File: src/rtl/sync_chk_pkg.sv
// -----------------------------------------------------------------------------
// sync_chk_pkg
//
// Shared definitions for the synchronizer sequence checker:
//   - chk_state_e : checker FSM states (IDLE = waiting for a seed word,
//                   TRACK = locked onto the incrementing pattern)
//   - out_sel_e   : encodings of the out_sel pin, selecting which statistic
//                   is driven onto result_out
//   - DEF_N / DEF_CW / RES_W : default data width, default counter width and
//                   the fixed width of the result pins
// -----------------------------------------------------------------------------
package sync_chk_pkg;

    localparam int DEF_N  = 8;   // data word width
    localparam int DEF_CW = 8;   // statistics counter width
    localparam int RES_W  = 8;   // result_out pin width (fixed)

    typedef enum logic [0:0] {
        IDLE  = 1'b0,
        TRACK = 1'b1
    } chk_state_e;

    typedef enum logic [1:0] {
        SEL_GOOD   = 2'd0,
        SEL_ERR    = 2'd1,
        SEL_GLITCH = 2'd2,
        SEL_LAST   = 2'd3
    } out_sel_e;

endpackage : sync_chk_pkg

File: src/rtl/sat_counter.sv
// -----------------------------------------------------------------------------
// sat_counter
//
// Saturating up-counter used for each checker statistic. It counts one per
// enabled cycle with inc high and sticks at all-ones instead of wrapping.
//
// Ports:
//   clk    in   1   clock
//   rst_n  in   1   synchronous active-low reset (count -> 0)
//   ena    in   1   enable; low holds the count
//   clr    in   1   synchronous clear (count -> 0), wins over ena
//   inc    in   1   increment request for this cycle
//   count  out  CW  current count
// -----------------------------------------------------------------------------
module sat_counter
    import sync_chk_pkg::*;
#(
    parameter int CW = DEF_CW
) (
    input  logic          clk,
    input  logic          rst_n,
    input  logic          ena,
    input  logic          clr,
    input  logic          inc,
    output logic [CW-1:0] count
);

    localparam logic [CW-1:0] CNT_MAX = '1;

    always_ff @(posedge clk) begin
        if (!rst_n) begin
            count <= '0;
        end else if (clr) begin
            // clr beats ena so a frozen checker can still be cleared
            count <= '0;
        end else if (ena && inc && (count != CNT_MAX)) begin
            count <= count + CW'(1);
        end
    end

endmodule : sat_counter

File: config.mk
export PLATFORM = sky130hd
export DESIGN_NAME = sat_counter
export DESIGN_NICKNAME = d
export VERILOG_FILES = /design/src/rtl/sync_chk_pkg.sv /design/src/rtl/sat_counter.sv
export SDC_FILE = /design/constraint.sdc
export NUM_CORES = 1
export LEC_CHECK = 0
export CORE_AREA = 2 2 39 41
export DETAILED_ROUTE_END_ITERATION = 7
export DIE_AREA = 0 0 41 43
export MAX_ROUTING_LAYER = met4
export PLACE_DENSITY = 0.73
export SLEW_MARGIN = 20
export SYNTH_ARGS = -nofsm -noshare
export SYNTH_HDL_FRONTEND = slang
export SYNTH_SLANG_ARGS = --single-unit
export TNS_END_PERCENT = 5
File: constraint.sdc
create_clock -name clk -period 1.59 [get_ports clk]
set_input_delay 0.318 -clock clk [delete_from_list [all_inputs] [get_ports clk]]
set_output_delay 0.318 -clock clk [all_outputs]
set_load 0.01 [all_outputs]
==> metrics.cfg <==
[run_status]
run_status = finished, final reports clean

[finish]
reg_top3 = count x8
registers.top_by_ff_count = count
fillCellCount = 135
final_core_util = 0.4702
largest_register_ffs = 8
antennaDiodeCount = 0
fin_area_um2 = 650.6
nNetsFinal = 72
drive_above_1_share = 0.3281
areaGrowthSynthToFinish_pct = 39.04

[global_route]
grt_max_degree = 9
antenna_found_initial = 0
grt_pass1_wl_um = 1656
gr-total-overflow = 0
grt_pass1_vias = 379
grt.total_usage = 0.1462

[flow_run]
drv_cap = 0

[cts]
cts_buffer_depth = 2
insertion_delay_ps = 250
path_clk_slew_ps = 60
clk_root_buffer_cell = clkbuf_4
h-tree-depth = 1
cts_setup_buffers = 0
cts_tree = built
cts_resized = 0
cts_made_buffers = 3
cts.sinks = 8
hold_buffers = 0

[worst_setup_path]
r2r_slack_ps = 250
crit_buf_inv = 1
crit_path_top_delay_cell = clkdlybuf4s50_1
crit_chain = clkdlybuf4s50_1
worstSetupPathType = reg -> out
worstPathMaxFanout = 5
arrival_ps = 1220
start_kind = flip-flop
reg2reg_depth = 4
worstSetupEndpointType = primary output
max_stage_delay_ps = 560
crit-reg2reg-launch = count[0]
cp_top_family = buffers and inverters
r2r-end = count[5]
cp.required_ps = 1270

[synth]
synth_top_cell_by_area = dfxtp_1
synth_fp_nets = 53
synth_cell_types = 23
synthesis.area_um2 = 467.9
yosys_register_bits = 8
synth.avg_cell_area_um2 = 9.956
async_flop_share = 0
synth_common_cells = dfxtp_1 (8), nand2_1 (6), a211oi_2 (4), mux2i_1 (4), a31oi_1 (3)
synth_edf_count = 0
synthTopCellsByArea = dfxtp_1 (34%), a211oi_2 (11%), mux2i_1 (8.6%), nand2_1 (4.8%), a31oi_1 (4.0%)
synth_cells = 47
ys.flop_type = dfxtp_1
ys_seq_area_frac = 0.3422
netlist.area_leader.share = 0.3422
yosys_warnings = 0
synth_most_common_cell = dfxtp_1

[placement]
dp_hpwl_um = 826.1
io_buffers = 12
gp_congestion = 0.7235
placed_cell_area_um2 = 623.1

[die]
dieWidth_um = 41
die_y_um = 43
die_area_um2 = 1763
io_pins = 13
rows = 14
core_um2 = 1384
initial_core_util = 0.3382

[sta]
setup_viol = 0
slew_violations = 0
hold_viol = 0
finalCritPeriodShare = 0.9660
max_freq_mhz = 651.1
maxSlewHeadroom = 0.8110
tightest_slew_ps = 281.9
holdWs_ps = 493.8
finalCriticalPeriod_ps = 1536
fin_tns_setup_ps = 0
rsz0062_at_grt = false
skew_ps = 5.468

[power]
p_total_mw = 0.3920
peakVddDrop_mv = 0.2513
power_density_nw_per_um2 = 602.5
leakage_nw = 0.2154

[min_path]
hold_path_startpoint = count[5]
whs_path_depth = 1
hold_end = count[5]
hold_path_class = reg -> reg

[drt]
vias = 433
wire_per_inst_um = 13.60
drt_iter0_drc = 6
drt_wl_total_um = 1088
drtAntennaViolNets = 0
viasPerCell = 5.413
drt_pass1_iterations = 4
drc = 0

final cells by class:
class	count	area (um2)	area share
Tap cell	16	20.02	0.03077
Inverter	2	7.507	0.01154
Sequential cell	8	165.2	0.2538
Multi-Input combinational cell	37	300.3	0.4615
Clock buffer	3	22.52	0.03462
Timing Repair Buffer	14	135.1	0.2077
power breakdown:
group          leakage, nW  switching [mW]  internal (mW)  total, mW
Clock               0.0138          0.0715         0.0866      0.158
Sequential          0.0665         0.00175          0.202      0.203
Combinational        0.135          0.0143         0.0162     0.0304
Total                0.215          0.0875          0.304      0.392
stage by stage:
stage / cells / setup WS [ps]
after floorplan: 47 / 317.8
after global placement: 77 / 12.99
after detailed placement: 77 / 1.530
after CTS: 80 / 11.78
after global routing: 80 / 14.57
final: 80 / 54.13
cell families after synthesis:
family                   Yosys count  share of synthesized area
adder cells (fa/ha/maj)            1                    0.02673
flip-flops                         8                     0.3422
buffers and inverters              2                    0.01605
AO/OA/AOI/OAI                     12                     0.2273
AND/OR/NAND/NOR                   20                     0.3021
multiplexers                       4                    0.08556
worst max path at each step:
stage	cells past startpoint	from	slack (ps)	endpoint
after floorplan	4	count[0]	320	count[7]
after global placement	4	ena	10	count[5]
after detailed placement	4	ena	2	count[5]
after CTS	1	count[2]	10	count[2]
after global routing	1	count[6]	10	count[6]
final	1	count[4]	50	count[4]
cell usage in the layout, fill, tap and decap left out, types with 2 or more instances in the layout:
master / synthesis / final
and4_1: 2 / 2
buf_4: 0 / 2
mux2i_1: 4 / 4
a211oi_2: 4 / 4
a31oi_1: 3 / 3
nand3_1: 2 / 2
clkdlybuf4s50_1: 0 / 12
inv_1: 2 / 2
nand2_1: 6 / 6
dfxtp_2: 0 / 4
clkbuf_4: 0 / 3
dfxtp_1: 8 / 4
nand2b_1: 2 / 2
per-layer routing:
metal | vias up | routed length, um | share of wire | track usage
met2 | 13 | 553 | 0.51 | 0.2094
met3 | 2 | 43 | 0.040 | 0.01571
met5 | - | 0 | 0 | -
li1 | 216 | - | - | -
met1 | 202 | 467 | 0.43 | 0.1742
met4 | 0 | 22 | 0.020 | 0.1200
No activity file was read; power rests on OpenSTA's default activity.
